<file path="src/rtl/cpld_xnor_match_pkg.sv">
// Shared types and constants for the serial XNOR pattern detector.
// The detector FSM state and the default window/counter widths live here.
package cpld_xnor_match_pkg;

   localparam int DEF_WIDTH = 8;
   localparam int DEF_CW    = 4;

   // Hit counter ceiling for the default counter width.
   localparam logic [DEF_CW-1:0] HCNT_SAT = DEF_CW'((1 << DEF_CW) - 1);

   typedef enum logic [1:0] {
      FILL  = 2'd0,
      ARMED = 2'd1,
      HIT   = 2'd2
   } state_e;

endpackage

</file>
<file path="src/rtl/cpld_xnor_cmp.sv">
// Combinational compare stage: per-bit XNOR of window against pattern,
// then a masked AND-reduction (masked-off bits always count as equal).
module cpld_xnor_cmp #(
   parameter int WIDTH = 8
) (
   input  logic [WIDTH-1:0] sr_i,
   input  logic [WIDTH-1:0] pr_i,
   input  logic [WIDTH-1:0] mr_i,
   output logic [WIDTH-1:0] zn_o,
   output logic             eq_o
);

   logic [WIDTH-1:0] bit_ok;

   generate
      for (genvar gi = 0; gi < WIDTH; gi++) begin : g_bit
         assign zn_o[gi]   = sr_i[gi] ~^ pr_i[gi];
         assign bit_ok[gi] = zn_o[gi] | ~mr_i[gi];
      end
   endgenerate

   assign eq_o = &bit_ok;

endmodule

</file>
<file path="src/rtl/cpld_xnor_match.sv">
// Serial-in programmable pattern detector: shift window, masked compare,
// acknowledged MATCH event with sticky overrun and saturating hit count.
module cpld_xnor_match
   import cpld_xnor_match_pkg::*;
#(
   parameter int WIDTH = DEF_WIDTH,
   parameter int CW    = DEF_CW
) (
   input  logic             CK,
   input  logic             CDN,
   input  logic             SI,
   input  logic             SE,
   input  logic             LD,
   input  logic [WIDTH-1:0] PAT,
   input  logic [WIDTH-1:0] MSK,
   input  logic             ACK,
   output logic             RDY,
   output logic             MATCH,
   output logic [CW-1:0]    HCNT,
   output logic             OVR,
   output logic [WIDTH-1:0] ZN
);

   localparam int             FCW      = $clog2(WIDTH + 1);
   localparam logic [FCW-1:0] FC_FULL  = FCW'(WIDTH);
   localparam logic [FCW-1:0] FC_LAST  = FCW'(WIDTH - 1);
   localparam logic [CW-1:0]  HCNT_MAX = '1;

   logic [WIDTH-1:0] sr_q, pr_q, mr_q, zn_q;
   logic [WIDTH-1:0] sr_d;
   logic [FCW-1:0]   fc_q, fc_d;
   logic             new_q, new_d;
   logic             match_q, ovr_q;
   logic [CW-1:0]    hcnt_q, hcnt_sat;
   state_e           state_q;

   logic [WIDTH-1:0] zn_raw;
   logic             eq;
   logic             hit_now;

   cpld_xnor_cmp #(.WIDTH(WIDTH)) u_cmp (
      .sr_i (sr_q),
      .pr_i (pr_q),
      .mr_i (mr_q),
      .zn_o (zn_raw),
      .eq_o (eq)
   );

   // A window is judged once: NEW drops after evaluation unless a shift refills it.
   always_comb begin
      sr_d  = sr_q;
      fc_d  = fc_q;
      new_d = new_q;
      if (LD) begin
         sr_d  = '0;
         fc_d  = '0;
         new_d = 1'b0;
      end else if (SE) begin
         sr_d  = {sr_q[WIDTH-2:0], SI};
         fc_d  = (fc_q == FC_FULL) ? fc_q : fc_q + FCW'(1);
         new_d = 1'b1;
      end else if (state_q != FILL) begin
         new_d = 1'b0;
      end
   end

   assign hit_now  = (state_q != FILL) && new_q && eq;
   assign hcnt_sat = (hcnt_q == HCNT_MAX) ? hcnt_q : hcnt_q + CW'(1);

   always_ff @(posedge CK or negedge CDN) begin
      if (!CDN) begin
         sr_q    <= '0;
         pr_q    <= '0;
         mr_q    <= '1;
         fc_q    <= '0;
         new_q   <= 1'b0;
         zn_q    <= '1;
         state_q <= FILL;
         match_q <= 1'b0;
         hcnt_q  <= '0;
         ovr_q   <= 1'b0;
      end else begin
         sr_q  <= sr_d;
         fc_q  <= fc_d;
         new_q <= new_d;
         zn_q  <= zn_raw;
         if (LD) begin
            pr_q    <= PAT;
            mr_q    <= MSK;
            state_q <= FILL;
            match_q <= 1'b0;
         end else begin
            case (state_q)
               FILL: begin
                  if (SE && fc_q == FC_LAST) state_q <= ARMED;
               end
               ARMED: begin
                  if (hit_now) begin
                     state_q <= HIT;
                     match_q <= 1'b1;
                     hcnt_q  <= hcnt_sat;
                  end
               end
               HIT: begin
                  // A fresh match outranks ACK: the acknowledged event is replaced by the new one.
                  if (hit_now) begin
                     hcnt_q <= hcnt_sat;
                     if (!ACK) ovr_q <= 1'b1;
                  end else if (ACK) begin
                     state_q <= ARMED;
                     match_q <= 1'b0;
                  end
               end
               default: begin
                  state_q <= FILL;
                  match_q <= 1'b0;
               end
            endcase
         end
      end
   end

   assign RDY   = (state_q != FILL);
   assign MATCH = match_q;
   assign HCNT  = hcnt_q;
   assign OVR   = ovr_q;
   assign ZN    = zn_q;

endmodule

</file>
<file path="config.mk">
export PLATFORM = sky130hd
export DESIGN_NAME = cpld_xnor_match
export DESIGN_NICKNAME = d
export VERILOG_FILES = /design/src/rtl/cpld_xnor_match_pkg.sv /design/src/rtl/cpld_xnor_cmp.sv /design/src/rtl/cpld_xnor_match.sv
export SDC_FILE = /design/constraint.sdc
export NUM_CORES = 1
export LEC_CHECK = 0
export ABC_CLOCK_PERIOD_IN_PS = 2700
export CAP_MARGIN = 5
export CORE_UTILIZATION = 25
export CTS_CLUSTER_SIZE = 12
export DETAILED_ROUTE_END_ITERATION = 7
export SKIP_LAST_GASP = 1
export SLEW_MARGIN = 20
export SYNTH_ARGS = -nofsm -noshare
export SYNTH_HDL_FRONTEND = slang
export SYNTH_SLANG_ARGS = --single-unit
</file>
<file path="constraint.sdc">
create_clock -name CK -period 2.7 [get_ports CK]
set_input_delay 0.54 -clock CK [delete_from_list [all_inputs] [get_ports CK]]
set_output_delay 0.54 -clock CK [all_outputs]
set_load 0.01 [all_outputs]
</file>
* Word level (Yosys, flattened, before mapping) *
Cells that the tools add are included.

cells by class
  add/subtract/negate cells = 2
  $mul = 0
  divide/modulo/power cells = 0
  $lt $le $gt $ge = 0
  eq/ne operators = 11
  shift-type cells = 0
  multiplexer cells = 19
  bitwise logic cells = 27
  reductions and logical operators = 14

operators by type and width
  operator                                        count
  two-way mux 8 bit                               2
  AND reduction 4 bit                             4
  two-way mux 4 bit                               3
  inequality test 3 bit (second input constant)   4
  NOT 1 bit                                       11
  two-way mux 2 bit                               5
  adder 4 x 1 -> 4 bit (second input constant)    2
  == test 4 bit (second input constant)           2
  OR 1 bit                                        8
  AND reduction 8 bit                             1
  bitwise XNOR 1 bit                              8
  two-way mux 1 bit                               7
  case mux 2 bit (3 select lines)                 1
  == test 4 x 3 -> 1 bit (second input constant)  1
  inequality test 2 bit (second input constant)   2
  nonzero test 2 bit                              2
  logical AND 1 bit                               3
  case mux 1 bit (3 select lines)                 1
  nonzero test 3 bit                              1
  == test 2 x 1 -> 1 bit (second input constant)  1
  == test 2 bit (second input constant)           1
  zero test 2 bit                                 1
  AND reduction 2 bit                             1
  OR reduction 2 bit                              1

storage, ports and cells
  bits in registers = 45
  bits in latches = 0
  bits in writable memories = 0
  memory bits (read-only) = 0
  input bits = 22
  output and inout port bits = 15
  logic and storage cells = 83
  memories kept = 0

* Depth between registers and ports, before layout *
Gate-level depths: netlist (run 1).

  depth in word-level cells = 7
  depth in mapped cells = 8
  mapped depth without buffers = 8

* By module *
Synthesis (run 1) repeated with hierarchy kept, for this count alone.

unflattened totals
  cell total of the unflattened synthesis = 160
  area total of the unflattened synthesis = 1980.6 sq um

by module, submodules not included
  module           instances  cells an instance  area an instance (sq um)  sequential area each (sq um)
  cpld_xnor_match  1          139                1849.3                    1146.1
  cpld_xnor_cmp    1          21                 131.4                     0.0

* Least setup slack after synthesis (run 1) *
No wires, ideal clock.

  path type = register to register
  start point = register state_q[0]
  end point = register state_q[0]
  arrival time = 2069 ps
  data required time = 2572 ps
  slack = 504 ps
  cell stages (with the launch flop) = 9
  buffers on the path = 0
  period minus slack after synthesis = 2196 ps
  path through = dfrtp_1 inv_1 ha_1 inv_1 nand2_1 or4_4 o41ai_1 o21bai_1 mux2_1

on the way
  longest elaborated chain between the ends = 5
  elaborated cells between the ends (all ways) = 13

ends and longest elaborated chain
  element                                 RTL line               text
  from (decl)                             cpld_xnor_match.sv:35  state_e state_q;
  from (signal assigned)                  cpld_xnor_match.sv:78  state_q <= FILL;
  from (signal assigned)                  cpld_xnor_match.sv:90  state_q <= FILL;
  from (signal assigned)                  cpld_xnor_match.sv:95  if (SE && fc_q == FC_LAST) state_q <= ARMED;
  nonzero test 2 bit *                    -
  named net RDY                           cpld_xnor_match.sv:17  output logic RDY,
  logical AND 1 bit * (2 in a row)        cpld_xnor_match.sv:67  assign hit_now = (state_q != FILL) && new_q && eq;
  inequality test 3 bit (no source line)  -
  AND reduction 4 bit (no source line) *  -

Mark *: on every way through the listed nets, which the timed path passes. The rest lies on a longest branch.
A chain may end at the register's enable or synchronous reset.

* Worst setup path after layout (run 1) *
  start point = register state_q[0]
  end point = register state_q[0]

on the way
  longest elaborated chain between the ends = 5
  elaborated cells between the ends (all ways) = 13

ends and longest elaborated chain
  element                                 RTL line
  nonzero test 2 bit                      cpld_xnor_match.sv:67
  logical AND 1 bit (2 in a row)          cpld_xnor_match.sv:67
  inequality test 3 bit (no source line)  -
  AND reduction 4 bit (no source line)    -

Parallel ways exist; a longest one is shown, timed or not.

==> results of run 1 <==
[worst max-delay path: stages (launching register included)]
cell,delay (ns)
sky130_fd_sc_hd__dfrtp_1,0.37
sky130_fd_sc_hd__inv_1,0.08
sky130_fd_sc_hd__ha_1,0.25
sky130_fd_sc_hd__inv_1,0.11
sky130_fd_sc_hd__nand2_1,0.05
sky130_fd_sc_hd__or4_4,0.55
sky130_fd_sc_hd__o41ai_1,0.23
sky130_fd_sc_hd__o21bai_1,0.16
sky130_fd_sc_hd__mux2_1,0.33
[worst paths after layout]
kind	start	endpoint	slack (ns)
max in group asynchronous	CDN	mr_q[6]$_DFFE_PN1P_	1.97
min reg2reg	sr_q[7]$_DFFE_PN0P_	ZN[7]$_DFF_PN1_	0.45
max reg2reg	state_q[0]$_DFFE_PN0P_	state_q[0]$_DFFE_PN0P_	0.45
max	state_q[0]$_DFFE_PN0P_	state_q[0]$_DFFE_PN0P_	0.45
min in group CK	sr_q[7]$_DFFE_PN0P_	ZN[7]$_DFF_PN1_	0.45
min	CDN	pr_q[0]$_DFFE_PN0P_	0.12
[layer usage]
| metal | routed length [microns] | GRT usage (%) | up-vias |
|---|---|---|---|
| met2 | 1780 | 16.22 | 21 |
| li1 | - | - | 646 |
| met1 | 1627 | 11.64 | 622 |
| met5 | 0 | 0 | - |
| met3 | 150 | 3.350 | 6 |
| met4 | 63 | 3.571 | 0 |
[layout make-up]
| type | instances | area (sq um) | area share (%) |
|---|---|---|---|
| tap | 102 | 127.6 | 4.923 |
| clock inverter | 1 | 7.507 | 0.2896 |
| clock buffer | 7 | 86.33 | 3.330 |
| timing repair buffer | 41 | 392.9 | 15.15 |
| sequential | 45 | 1146 | 44.21 |
| inverter | 15 | 56.30 | 2.172 |
| multi-input combinational | 101 | 775.7 | 29.92 |
[cells in the mapped netlist (2+ instances only)]
master,count
sky130_fd_sc_hd__xor2_1,5
sky130_fd_sc_hd__buf_1,3
sky130_fd_sc_hd__ha_1,6
sky130_fd_sc_hd__dfrtp_1,29
sky130_fd_sc_hd__or3_1,2
sky130_fd_sc_hd__clkbuf_1,2
sky130_fd_sc_hd__xnor2_2,2
sky130_fd_sc_hd__mux2i_1,9
sky130_fd_sc_hd__nand3_1,3
sky130_fd_sc_hd__o22ai_1,2
sky130_fd_sc_hd__nand4_1,2
sky130_fd_sc_hd__nor2_1,15
sky130_fd_sc_hd__mux2_1,14
sky130_fd_sc_hd__dfstp_2,16
sky130_fd_sc_hd__nand2_1,12
sky130_fd_sc_hd__a21oi_1,4
sky130_fd_sc_hd__inv_1,14
sky130_fd_sc_hd__xnor2_1,7
sky130_fd_sc_hd__o21ai_1,5
[registers in the layout, summed over array words and instances (netlist names)]
register,flops
mr_q,8
new_q,1
MATCH,1
fc_q,4
ZN,8
sr_q,8
pr_q,8
OVR,1
HCNT,4
state_q,2
[cell families after synthesis]
family	count (synthesis)	synth area share, %
xor+xnor	14	6.892
fa+ha+maj	6	3.759
simple gates	40	9.962
buf+inv	20	3.759
mux	23	12.41
flops	45	57.39
compound gates	18	5.827
[power breakdown]
| part | internal, mW | switching [mW] |
|---|---|---|
| Combinational | 0.160 | 0.155 |
| Clock | 0.208 | 0.217 |
| Sequential | 0.746 | 0.0314 |
==> impl_results.html, run 1 <==
<table>
<tr><th>Metric</th><th>Value</th></tr>
<tr><th colspan="2">Drt</th></tr>
<tr><td>Total iterations of the first detailed-routing run</td><td>4</td></tr>
<tr><td>DR DRC count</td><td>0</td></tr>
<tr><td>Routed Antenna Nets</td><td>0</td></tr>
<tr><td>Number of violations reported at the end of detailed-routing iteration 0</td><td>58</td></tr>
<tr><td>Average detailed-routed wire length per instance</td><td>11.61 microns</td></tr>
<tr><td>Overall via count from detail_route</td><td>1295</td></tr>
<tr><td>Number of vias per cell after detailed routing</td><td>4.151</td></tr>
<tr><td>Post-detailed-routing wire length</td><td>3.622 mm</td></tr>
<tr><th colspan="2">Finish</th></tr>
<tr><td>Final net count</td><td>237</td></tr>
<tr><td>Most common cell after layout, fill and taps aside</td><td>sky130_fd_sc_hd__clkdlybuf4s50_1</td></tr>
<tr><td>Final design instance area without fill</td><td>0.002592 sq mm</td></tr>
<tr><td>Antenna cell count</td><td>0</td></tr>
<tr><td>Growth of design area from synthesis to finish</td><td>29.82%</td></tr>
<tr><td>Most frequent cells in the layout</td><td>sky130_fd_sc_hd__clkdlybuf4s50_1 (35), sky130_fd_sc_hd__dfrtp_1 (29), sky130_fd_sc_hd__dfstp_2 (16)</td></tr>
<tr><td>Fraction of final layout cells with drive strength greater than 1</td><td>16.19%</td></tr>
<tr><td>Final-layout fill cell count</td><td>777</td></tr>
<tr><td>Final core area utilization</td><td>33.55%</td></tr>
<tr><td>Final non-filler cell total</td><td>312</td></tr>
<tr><th colspan="2">CTS</th></tr>
<tr><td>CTS tree</td><td>yes</td></tr>
<tr><td>Buffers from clock root to sink, at most</td><td>2</td></tr>
<tr><td>TritonCTS sink count</td><td>45</td></tr>
<tr><td>H-tree level count</td><td>2</td></tr>
<tr><td>Post-CTS Repair Setup Buffers</td><td>0</td></tr>
<tr><td>Number of gates given a new drive strength after cts</td><td>0</td></tr>
<tr><td>Clock transition at the register clock pins on the worst setup and hold paths after CTS</td><td>0.08 ns</td></tr>
<tr><td>Hold buffer count at CTS</td><td>0</td></tr>
<tr><td>CTS buffer count</td><td>5</td></tr>
<tr><td>Library cell used as clock root buffer</td><td>sky130_fd_sc_hd__clkbuf_8</td></tr>
<tr><td>Insertion delay to the later sink of the worst-skew pair</td><td>0.29 ns</td></tr>
<tr><th colspan="2">Place</th></tr>
<tr><td>Port Buf Inserts</td><td>36</td></tr>
<tr><td>Detailed placement HPWL</td><td>2.733 mm</td></tr>
<tr><td>Post-placement setup slack</td><td>0.4303 ns</td></tr>
<tr><td>Instance count after placement with tap cells included</td><td>304</td></tr>
<tr><td>Final GP Congestion</td><td>0.8198</td></tr>
<tr><td>Placement Cell Area</td><td>0.002499 sq mm</td></tr>
<tr><th colspan="2">Synth</th></tr>
<tr><td>Netlist area before placement</td><td>0.001997 sq mm</td></tr>
<tr><td>Synth Instances</td><td>166</td></tr>
<tr><td>Cell variety after synth</td><td>33</td></tr>
<tr><td>Number of nets produced by synthesis</td><td>194</td></tr>
<tr><td>Post-synth top area cell</td><td>sky130_fd_sc_hd__dfrtp_1</td></tr>
<tr><td>Synthesized area per cell</td><td>12.03 sq um</td></tr>
<tr><td>Async SR Flop Fraction</td><td>100.0%</td></tr>
<tr><td>Fraction of the yosys area taken by sequential cells</td><td>57.39%</td></tr>
<tr><td>Number of enable-type register cells in the synthesized netlist</td><td>0</td></tr>
<tr><td>Fraction of post-synthesis cell area in the top cell type by area</td><td>36.34%</td></tr>
<tr><td>Top_reg_cell synth</td><td>sky130_fd_sc_hd__dfrtp_1</td></tr>
<tr><td>Total number of yosys warnings</td><td>0</td></tr>
<tr><td>Leading post-synthesis cells by cell area</td><td>sky130_fd_sc_hd__dfrtp_1 (36%), sky130_fd_sc_hd__dfstp_2 (21%), sky130_fd_sc_hd__mux2_1 (7.9%)</td></tr>
<tr><td>Post-synthesis sequential element count</td><td>45</td></tr>
<tr><th colspan="2">Global route</th></tr>
<tr><td>Antenna violations before repair</td><td>0</td></tr>
<tr><td>First-pass GRT wire length</td><td>6.327 mm</td></tr>
<tr><td>Pin count of the biggest net entering global routing</td><td>21</td></tr>
<tr><td>Vias in the first global route</td><td>1341</td></tr>
<tr><td>Remaining global-route overflow</td><td>0</td></tr>
<tr><td>GR Util All Layers</td><td>9.753%</td></tr>
<tr><th colspan="2">Pwr</th></tr>
<tr><td>PD cells</td><td>585.1 mW/mm^2</td></tr>
<tr><td>Static leakage</td><td>1.120 nW</td></tr>
<tr><td>Power after layout</td><td>1.517 mW</td></tr>
<tr><td>Maximum ir drop on the vdd rail</td><td>0.0002154 V</td></tr>
<tr><th colspan="2">Worst setup path</th></tr>
<tr><td>Depth of the most critical reg-to-reg path</td><td>8</td></tr>
<tr><td>Required arrival time at the worst endpoint</td><td>2.88 ns</td></tr>
<tr><td>Critical path capture point type</td><td>flip-flop</td></tr>
<tr><td>CP Data Arrival Time</td><td>2.43 ns</td></tr>
<tr><td>Worst Setup Path Type</td><td>reg2reg</td></tr>
<tr><td>Highest net fanout along the worst path</td><td>5</td></tr>
<tr><td>Kind of start point of the critical path</td><td>flip-flop</td></tr>
<tr><th colspan="2">Outcome</th></tr>
<tr><td>Result of the run</td><td>completed</td></tr>
<tr><th colspan="2">STA</th></tr>
<tr><td>Setup repair after global routing missed its margin</td><td>no</td></tr>
<tr><td>Worst Clk Skew</td><td>0.005603 ns</td></tr>
<tr><td>Period minus WS final</td><td>2.249 ns</td></tr>
<tr><td>Setup TNS</td><td>0 ns</td></tr>
<tr><td>Top achievable clock speed</td><td>0.4446 GHz</td></tr>
<tr><td>Minimum setup slack in the final design</td><td>0.4505 ns</td></tr>
<tr><td>Fin crit share</td><td>83.31%</td></tr>
<tr><td>Final setup viols</td><td>0</td></tr>
<tr><td>Relative slew slack</td><td>77.61%</td></tr>
<tr><td>Post-route worst hold slack</td><td>0.1210 ns</td></tr>
<tr><td>Number of hold violations in the final report</td><td>0</td></tr>
<tr><td>Slew @ Worst Pin</td><td>0.3333 ns</td></tr>
<tr><td>Max-slew violation total from the final report</td><td>0</td></tr>
<tr><th colspan="2">Min path</th></tr>
<tr><td>Worst Hold Class</td><td>in2async</td></tr>
<tr><th colspan="2">Floorplanning</th></tr>
<tr><td>Initial core utilization</td><td>25.84%</td></tr>
<tr><td>Die Ht</td><td>91.38 microns</td></tr>
<tr><td>Die Area</td><td>0.008349 sq mm</td></tr>
<tr><td>Core area</td><td>0.007727 sq mm</td></tr>
<tr><td>Chip width</td><td>91.38 microns</td></tr>
<tr><td>Boundary pin count</td><td>37</td></tr>
<tr><td>Core Rows</td><td>32</td></tr>
<tr><th colspan="2">Job</th></tr>
<tr><td>Number of max-cap violations</td><td>0</td></tr>
</table>
Note: power is estimated with default switching activity, not from simulation.
==> run 2, diff against run 1 <==
ABC_CLOCK_PERIOD_IN_PS = 1850   (was 2700)
clock period = 1.85 ns   (was 2.7 ns; I/O delays follow)
==> run 2 against run 1 <==
Net effect: the flow now finishes with violations (setup timing); sequential share of layout area is 3.4 points lower; die area is the same; critical path depth decreased by 2; critical path type unchanged; largest cell class unchanged.
==> impl_results.html, run 2 (synthesized netlist as in run 1, its figures left out) <==
<table>
<tr><th>Metric</th><th>Value</th></tr>
<tr><th colspan="2">Global route</th></tr>
<tr><td>Pin count of the biggest net entering global routing</td><td>28</td></tr>
<tr><td>First-pass GRT wire length</td><td>6.934 mm</td></tr>
<tr><td>Antenna violations before repair</td><td>0</td></tr>
<tr><td>Remaining global-route overflow</td><td>0</td></tr>
<tr><td>GR Util All Layers</td><td>10.70%</td></tr>
<tr><td>Vias in the first global route</td><td>1447</td></tr>
<tr><th colspan="2">Finish</th></tr>
<tr><td>FF+latch area</td><td>0.001146 sq mm</td></tr>
<tr><td>Fraction of final layout cells with drive strength greater than 1</td><td>27.90%</td></tr>
<tr><td>Final core area utilization</td><td>36.38%</td></tr>
<tr><td>Most common cell after layout, fill and taps aside</td><td>sky130_fd_sc_hd__clkdlybuf4s50_1</td></tr>
<tr><td>Final net count</td><td>260</td></tr>
<tr><td>Most frequent cells in the layout</td><td>sky130_fd_sc_hd__clkdlybuf4s50_1 (34), sky130_fd_sc_hd__dfrtp_1 (29), sky130_fd_sc_hd__buf_4 (27)</td></tr>
<tr><td>Footprint of the multi-input gates</td><td>819.5 sq um</td></tr>
<tr><td>Growth of design area from synthesis to finish</td><td>40.79%</td></tr>
<tr><td>Final design instance area without fill</td><td>0.002811 sq mm</td></tr>
<tr><td>Final-layout fill cell count</td><td>746</td></tr>
<tr><td>Antenna cell count</td><td>0</td></tr>
<tr><th colspan="2">CTS</th></tr>
<tr><td>Library cell used as clock root buffer</td><td>sky130_fd_sc_hd__clkbuf_8</td></tr>
<tr><td>CTS buffer count</td><td>5</td></tr>
<tr><td>CTS tree</td><td>yes</td></tr>
<tr><td>Clock transition at the register clock pins on the worst setup and hold paths after CTS</td><td>0.08 ns</td></tr>
<tr><td>TritonCTS sink count</td><td>45</td></tr>
<tr><td>Buffers from clock root to sink, at most</td><td>2</td></tr>
<tr><td>Insertion delay to the later sink of the worst-skew pair</td><td>0.30 ns</td></tr>
<tr><td>Hold buffer count at CTS</td><td>0</td></tr>
<tr><td>H-tree level count</td><td>2</td></tr>
<tr><th colspan="2">Drt</th></tr>
<tr><td>Number of violations reported at the end of detailed-routing iteration 0</td><td>45</td></tr>
<tr><td>Number of vias per cell after detailed routing</td><td>4.119</td></tr>
<tr><td>Routed Antenna Nets</td><td>0</td></tr>
<tr><td>Post-detailed-routing wire length</td><td>4.091 mm</td></tr>
<tr><td>Total iterations of the first detailed-routing run</td><td>4</td></tr>
<tr><td>Average detailed-routed wire length per instance</td><td>12.21 microns</td></tr>
<tr><td>Overall via count from detail_route</td><td>1380</td></tr>
<tr><td>DR DRC count</td><td>0</td></tr>
<tr><th colspan="2">Floorplanning</th></tr>
<tr><td>Boundary pin count</td><td>37</td></tr>
<tr><td>Core Rows</td><td>32</td></tr>
<tr><td>Die Area</td><td>0.008349 sq mm</td></tr>
<tr><td>Chip width</td><td>91.38 microns</td></tr>
<tr><td>Initial core utilization</td><td>25.84%</td></tr>
<tr><td>Die Ht</td><td>91.38 microns</td></tr>
<tr><td>Core area</td><td>0.007727 sq mm</td></tr>
<tr><th colspan="2">Pwr</th></tr>
<tr><td>PD cells</td><td>835.3 mW/mm^2</td></tr>
<tr><td>Static leakage</td><td>1.255 nW</td></tr>
<tr><td>Maximum ir drop on the vdd rail</td><td>0.0002853 V</td></tr>
<tr><th colspan="2">Outcome</th></tr>
<tr><td>Failing checks</td><td>setup timing</td></tr>
<tr><td>Result of the run</td><td>finished with violations</td></tr>
<tr><th colspan="2">STA</th></tr>
<tr><td>Worst Clk Skew</td><td>0.003336 ns</td></tr>
<tr><td>Period minus WS final</td><td>2.054 ns</td></tr>
<tr><td>Final setup viols</td><td>8</td></tr>
<tr><td>Fin crit share</td><td>111.0%</td></tr>
<tr><td>Number of hold violations in the final report</td><td>0</td></tr>
<tr><td>Minimum setup slack in the final design</td><td>-0.2042 ns</td></tr>
<tr><td>Relative slew slack</td><td>68.58%</td></tr>
<tr><td>Slew @ Worst Pin</td><td>0.4713 ns</td></tr>
<tr><td>Setup repair after global routing missed its margin</td><td>yes</td></tr>
<tr><td>Max-slew violation total from the final report</td><td>0</td></tr>
<tr><td>Setup TNS</td><td>-1.058 ns</td></tr>
<tr><td>Top achievable clock speed</td><td>0.4868 GHz</td></tr>
<tr><th colspan="2">Place</th></tr>
<tr><td>Final GP Congestion</td><td>0.7449</td></tr>
<tr><td>Detailed placement HPWL</td><td>2.928 mm</td></tr>
<tr><td>Port Buf Inserts</td><td>36</td></tr>
<tr><td>Placement Cell Area</td><td>0.002676 sq mm</td></tr>
<tr><th colspan="2">Worst setup path</th></tr>
<tr><td>CP Data Arrival Time</td><td>2.24 ns</td></tr>
<tr><td>Kind of start point of the critical path</td><td>flip-flop</td></tr>
<tr><td>Highest net fanout along the worst path</td><td>3</td></tr>
<tr><td>Required arrival time at the worst endpoint</td><td>2.03 ns</td></tr>
<tr><td>Worst Setup Path Type</td><td>reg2reg</td></tr>
<tr><td>Worst flop-to-flop path endpoint</td><td>state_q[0]$_DFFE_PN0P_</td></tr>
<tr><td>Critical path capture point type</td><td>flip-flop</td></tr>
<tr><td>Startpoint of the worst-slack reg-to-reg timing path</td><td>sr_q[2]$_DFFE_PN0P_</td></tr>
<tr><td>Depth of the most critical reg-to-reg path</td><td>6</td></tr>
<tr><td>R2R setup slack</td><td>-0.20 ns</td></tr>
<tr><th colspan="2">Job</th></tr>
<tr><td>Number of max-cap violations</td><td>0</td></tr>
<tr><th colspan="2">Min path</th></tr>
<tr><td>Worst Hold Class</td><td>in2async</td></tr>
</table>
run 2: critical path: stages (launching register included):
cell	delay [ns]
sky130_fd_sc_hd__dfrtp_1	0.41
sky130_fd_sc_hd__xnor2_2	0.19
sky130_fd_sc_hd__o22ai_1	0.11
sky130_fd_sc_hd__or4_4	0.53
sky130_fd_sc_hd__o41ai_2	0.20
sky130_fd_sc_hd__o21bai_1	0.16
sky130_fd_sc_hd__mux2_1	0.33
run 2: how the worst max path moves through the flow:
stage                        endpoint  slack (ns)  cells past startpoint              startpoint
3_3_place_gp      HCNT[1]$_DFFE_PN0P_       -0.27                      5     pr_q[2]$_DFFE_PN0P_
5_1_grt        state_q[0]$_DFFE_PN0P_       -0.30                      8  state_q[0]$_DFFE_PN0P_
2_1_floorplan  state_q[0]$_DFFE_PN0P_       -0.19                      8  state_q[0]$_DFFE_PN0P_
6_report       state_q[0]$_DFFE_PN0P_       -0.20                      6     sr_q[2]$_DFFE_PN0P_
4_1_cts        state_q[0]$_DFFE_PN0P_       -0.23                      6     pr_q[2]$_DFFE_PN0P_
3_5_place_dp      HCNT[1]$_DFFE_PN0P_       -0.25                      5     pr_q[2]$_DFFE_PN0P_
run 2: layer usage:
layer / track usage (%) / vias to the layer above / wire, microns
met5: 0 / - / 0
met2: 16.60 / 20 / 1983
li1: - / 686 / -
met1: 14.26 / 668 / 1931
met4: 3.968 / 0 / 61
met3: 2.848 / 6 / 115
run 2: power by group:
group	total (mW)	leakage (nW)	switching, mW	internal (mW)
sequential	1.13	0.548	0.0459	1.09
clock	0.588	0.0450	0.326	0.262
combinational	0.626	0.662	0.286	0.340
total	2.35	1.26	0.658	1.69
run 2: area by class of cell:
type | count | area share [%]
Timing Repair Buffer | 64 | 20.52
Multi-Input combinational cell | 101 | 29.15
Tap cell | 102 | 4.539
Clock buffer | 6 | 2.581
Inverter | 15 | 2.092
Sequential cell | 45 | 40.77
Clock inverter | 2 | 0.3560
run 2: metrics by stage:
| step | power, mW | hold slack [ns] | worst slack (ns) | instances |
|---|---|---|---|---|
| finish | 2.348 | 0.02061 | -0.2042 | 335 |
| global route | 2.509 | 0.04225 | -0.2997 | 335 |
| CTS | 2.358 | 0.02576 | -0.2321 | 332 |
| detailed placement | 1.752 | 0.3552 | -0.2487 | 323 |
| global placement | 1.743 | 0.3496 | -0.2717 | 323 |
| floorplan | 1.455 | 0.07441 | -0.1933 | 166 |
run 2: repair_timing:
item	in CTS	in global routing
resized for setup	2	3
buffers inserted	1	3
setup endpoints to repair	8	8
pin swaps	1	3
